**config.mk**
```make
export PLATFORM = sky130hd
export DESIGN_NAME = rf_wb_arbiter
export DESIGN_NICKNAME = d
export VERILOG_FILES = /design/src/rtl/rf_pkg.sv /design/src/rtl/rr_arb2.sv /design/src/rtl/rf_wb_arbiter.sv
export SDC_FILE = /design/constraint.sdc
export NUM_CORES = 1
export LEC_CHECK = 0
export CORE_UTILIZATION = 34
export DETAILED_ROUTE_END_ITERATION = 10
export PLACE_DENSITY = 0.76
export SYNTH_ARGS = -nofsm -noshare
export SYNTH_HDL_FRONTEND = slang
export SYNTH_SLANG_ARGS = --single-unit
```
**constraint.sdc**
```tcl
create_clock -name clk -period 1.15 [get_ports clk]
set_input_delay 0.1725 -clock clk [delete_from_list [all_inputs] [get_ports clk]]
set_output_delay 0.1725 -clock clk [all_outputs]
set_load 0.02 [all_outputs]
```
**src/rtl/rf_pkg.sv**
```systemverilog
// Shared register-file geometry for the writeback path.
package rf_pkg;
  localparam int WORD_SIZE = 16;
  localparam int ADDR_W    = 2;
  localparam int NUM_REGS  = 2 ** ADDR_W;
endpackage

```
**src/rtl/rr_arb2.sv**
```systemverilog
// Two-requester round-robin arbiter; owns the last_grant history bit.
module rr_arb2 (
  input  logic       clk,
  input  logic       reset_n,
  input  logic [1:0] req,
  output logic [1:0] grant,
  output logic       last_grant
);
  // On a tie the source that did not win last time goes first.
  always_comb begin
    grant = req;
    if (&req) grant = last_grant ? 2'b01 : 2'b10;
  end

  // Reset to 1 so src0 wins the first tie.
  always_ff @(posedge clk or negedge reset_n) begin
    if (!reset_n)    last_grant <= 1'b1;
    else if (|grant) last_grant <= grant[1];
  end
endmodule

```
**src/rtl/rf_wb_arbiter.sv**
```systemverilog
// Shares the RF write port between ALU (src0) and load (src1) writebacks.
// Optional same-cycle read bypass is built when RF_WB_BYPASS_EN is defined.
module rf_wb_arbiter
  import rf_pkg::*;
#(
  parameter int WORD_SIZE = rf_pkg::WORD_SIZE,
  parameter int ADDR_W    = rf_pkg::ADDR_W
) (
  input  logic                   clk,
  input  logic                   reset_n,
  input  logic                   src0_valid,
  output logic                   src0_ready,
  input  logic [ADDR_W-1:0]      src0_addr,
  input  logic [WORD_SIZE-1:0]   src0_data,
  input  logic                   src1_valid,
  output logic                   src1_ready,
  input  logic [ADDR_W-1:0]      src1_addr,
  input  logic [WORD_SIZE-1:0]   src1_data,
`ifdef RF_WB_BYPASS_EN
  input  logic [ADDR_W-1:0]      rd_addr1,
  input  logic [ADDR_W-1:0]      rd_addr2,
  input  logic [WORD_SIZE-1:0]   rf_data1,
  input  logic [WORD_SIZE-1:0]   rf_data2,
  output logic [WORD_SIZE-1:0]   fwd_data1,
  output logic [WORD_SIZE-1:0]   fwd_data2,
`endif
  output logic                   rf_write,
  output logic [ADDR_W-1:0]      rf_addr3,
  output logic [WORD_SIZE-1:0]   rf_data3,
  output logic [2**ADDR_W-1:0]   wb_pending,
  output logic                   last_grant
);
  localparam int NR = 2 ** ADDR_W;

  typedef struct packed {
    logic [ADDR_W-1:0]    addr;
    logic [WORD_SIZE-1:0] data;
  } wb_req_t;

  wb_req_t [1:0] src;
  wb_req_t       win;
  logic    [1:0] grant;

  assign src[0] = '{addr: src0_addr, data: src0_data};
  assign src[1] = '{addr: src1_addr, data: src1_data};

  rr_arb2 u_arb (
    .clk        (clk),
    .reset_n    (reset_n),
    .req        ({src1_valid, src0_valid}),
    .grant      (grant),
    .last_grant (last_grant)
  );

  // Grant implies valid, so ready doubles as the transfer strobe.
  assign src0_ready = grant[0];
  assign src1_ready = grant[1];
  assign win        = src[grant[1]];

  always_ff @(posedge clk or negedge reset_n) begin
    if (!reset_n) begin
      rf_write <= 1'b0;
      rf_addr3 <= '0;
      rf_data3 <= '0;
    end else begin
      rf_write <= |grant;
      if (|grant) begin
        rf_addr3 <= win.addr;
        rf_data3 <= win.data;
      end
    end
  end

  assign wb_pending = rf_write ? (NR'(1) << rf_addr3) : '0;

`ifdef RF_WB_BYPASS_EN
  assign fwd_data1 = (rf_write && rf_addr3 == rd_addr1) ? rf_data3 : rf_data1;
  assign fwd_data2 = (rf_write && rf_addr3 == rd_addr2) ? rf_data3 : rf_data2;
`endif
endmodule

```
**Yosys cells after proc, flatten, opt, wreduce, memory -nomap -nowiden**

Index checks and enable logic that the tools add are counted.

- $lt $le $gt $ge: 1
- Shift operators: 1
- Mux-type cells: 5
- Reduce and logical (&&, ||, !) cells: 2

Operators with widths:

| operator | number |
|---|---|
| $mux 18 | 2 |
| $mux 2 | 2 |
| $mux 4 | 1 |
| $shl 1x2->4 const A | 1 |
| $lt 1x2->1 const B | 1 |
| $reduce_and 2->1 | 1 |
| $reduce_or 2->1 | 1 |

- Flip-flop bits (word level): 20
- Input bits: 40
- Output and inout port bits: 26
- Logic and storage cells: 13

**Longest topological paths before layout**

- Depth in word-level cells: 4
- Mapped depth: 4
- Mapped depth without buffers: 3

**Hierarchy**

Synthesis repeated with hierarchy kept, for this count alone.

- Cells, all modules: 91
- Area total of the unflattened synthesis: 955.9 um2

By module, submodules not included:

| module | instances | cells each | area each (um2) | seq. area each (um2) |
|---|---|---|---|---|
| rf_wb_arbiter | 1 | 85 | 902.1 | 475.5 |
| rr_arb2 | 1 | 6 | 53.8 | 26.3 |

**Worst setup path after synthesis**

OpenSTA, ideal clock, no wires.

- Path type: register -> output
- Start: register u_arb.last_grant
- End: output port src0_ready
- Arrival time: 1355 ps
- Data required time: 978 ps
- Path slack: -378 ps
- Stages on the path, launching flop included: 4
- Path buffers: 1
- Path through: dfstp_2 > clkbuf_1 > inv_1 > a21boi_0

- Longest elaborated chain between the ends: 2

Ends and longest elaborated chain:

| item | line | RTL |
|---|---|---|
| start, declared | rr_arb2.sv:7 | `output logic last_grant` |
| start signal, assigned | rr_arb2.sv:18 | `else if (\|grant) last_grant <= grant[1];` |
| $mux 2 (2 in series) | rr_arb2.sv:12 | `if (&req) grant = last_grant ? 2'b01 : 2'b10;` |
| end, declared | rf_wb_arbiter.sv:12 | `output logic src0_ready,` |

Every way passes these cells.

**Final worst setup path**

Same ends and word-level chain as after synthesis.

==> results.cfg <==
[synth]
avgSynthCellArea_um2 = 10.1
ys_ff_latch = 20
yosys.cell_types.count = 21
mappedNetlistArea_um2 = 1180
synth_top_area_frac = 0.404
synth_top_area_cell = dfrtp_1
synthCells = 116
syn-num-nets = 156
synthTopCellsByArea = dfrtp_1 (40%), mux2i_1 (15%), a31oi_1 (9.6%)
yosysWarnings = 0
ys_seq_area_frac = 0.427

[final_layout]
layout_commonest_cell = clkdlybuf4s50_1
n_fill_cell = 292
final_nets = 230
area_delta_synth_final_pct = 66.2
drive_gt1_frac = 0.349
diodes = 0
final_cell_mix = clkdlybuf4s50_1 (39), mux2i_1 (18), a31oi_1 (18), o21ai_1 (18), dfrtp_1 (17)
fin_cells = 233

[worst_hold_path]
hold_class = in -> async

[pwr]
max-vdd-ir-drop_uv = 693
powerDensity_nw_per_um2 = 1140
finalPower_mw = 2.23
p_leak_nw = 0.930

[clock_tree]
clockRootBuffer = clkbuf_4
cts_num_sinks = 20
cts_buffers = 3
clkTransAtPathRegs_ns = 0.12
clockBufferDepth = 2
ctsHoldBuffers = 0
clk-insertion-delay-late_ns = 0.31
ctsHtreeMaxLevel = 1
cts_tree = yes

[floorplan]
dieArea_um2 = 3700
ioPinCount = 66
die_y_um = 60.8
start_util = 0.370
core_um2 = 3180
num_rows = 20
die_x_um = 60.8

[grt]
grt_max_degree = 27
grt_remaining_overflow = 0
grt_usage = 0.212
grt_first_pass_wirelength_mm = 5.70
antenna_found_initial = 0
grt_pass1_vias = 1206

[detailed_routing]
drt_pass1_iterations = 4
routed_via_density = 5.21
wirelength_mm = 3.64
drc = 0
drt_iter0_drc = 43
drt.antenna.violating_nets = 0
vias = 1215
drt-wirelength-per-cell_um = 15.6

[timing]
skew_ns = 0.00677
rsz0062_at_grt = yes
worst_slew_pin_slew_ns = 0.258
period_needed_ns = 1.38
finalHoldViolations = 0
setup_violations = 29
min_period_over_period = 1.20
setup_slack_ns = -0.226
whs_ns = 0.189
slew-limit-headroom = 0.828
max_freq_mhz = 726
maxSlewViolCount = 0

[status]
outcome = finished with violations
violations = setup timing

[placement]
dp_slack_ns = -0.508
gp_congestion = 0.755
place_inst = 224
portBuffers = 65
dpl.hpwl_mm = 2.47

[setup_path]
crit_type = reg -> out
critPathCaptureType = output port
required_ns = 0.98
cp-start-kind = flip-flop
cp.arrival_ns = 1.20
path_max_fanout = 4
r2r_cells = 5

[job]
cap_violations = 0
==> kinds of logic (layout without fill, tap and decap cells) <==
family | after synthesis | count (layout) | share of synthesized area
AOI/OAI and AO/OA | 38 | 38 | 0.185
buffers and inverters | 14 | 87 | 0.0925
DFF | 20 | 20 | 0.427
muxes | 18 | 18 | 0.153
and+or+nand+nor | 26 | 26 | 0.143
==> Yosys cell counts (all sizes together) <==
master / n
inv: 2
nor2: 1
o21ai: 18
a31oi: 18
and3b: 1
or2: 1
nand2: 3
clkbuf: 6
o21a: 1
dfrtp: 19
and3: 19
nor3b: 1
a21boi: 1
dfstp: 1
mux2i: 18
buf: 6
==> state kept, by name, summed over array words and instances, names as in the netlist <==
name	count
rf_addr3	2
rf_write	1
u_arb.last_grant	1
rf_data3	16
==> repair_timing <==
action / 4_1_cts / 5_1_grt
gates cloned: 1 / 0
gates resized for setup: 119 / 17
endpoints found under the setup margin: 44 / 42
buffers inserted: 4 / 1
==> report_power, final <==
group	internal, mW	switching [mW]	leakage [nW]
logic	0.496	0.448	0.677
registers	0.802	0.0637	0.232
clock network	0.193	0.229	0.0210
total	1.49	0.741	0.930
==> per-layer routing <==
layer  global-route usage  vias to the layer above  wire length [um]
li1                     -                      579                 -
met1                0.257                      593              1580
met2                0.380                       39              1850
met3               0.0426                        4               159
met4               0.0584                        0                57
met5                    0                        -                 0
==> final timing paths <==
path / start / to / slack, ns
worst max register to register: u_arb.last_grant / rf_data3[0] / -0.19
min in group clk: src1_data[10] / rf_data3[10] / 0.48
worst max-delay path: u_arb.last_grant / src0_ready / -0.23
worst min register to register: rf_data3[10] / rf_data3[10] / 0.56
worst min-delay path: reset_n / rf_data3[9] / 0.19
max in group asynchronous: reset_n / u_arb.last_grant / 0.74
==> critical path: stages, from the launching register on <==
cell and delay [ns]:
dfstp_2 0.59, inv_2 0.05, a21boi_4 0.13, buf_6 0.13
==> final cells by class <==
cell class              instances  area [um^2]  area share
repair buffers                 81          759       0.389
inverters                       2         7.51     0.00384
multi-input cells              82          592       0.303
flip-flops and latches         20          504       0.258
clock buffers                   4         36.3      0.0186
well taps                      44         55.1      0.0282
==> stage by stage <==
step	instance area, um^2	TNS [ns]	utilization
2_1_floorplan	1200	-0.334	-
3_3_place_gp	1890	-7.15	0.595
3_5_place_dp	1890	-7.68	0.595
4_1_cts	2020	-3.43	0.635
5_1_grt	1950	-5.22	0.615
6_report	1950	-3.63	0.615
Power figures use the tool's default switching activity.
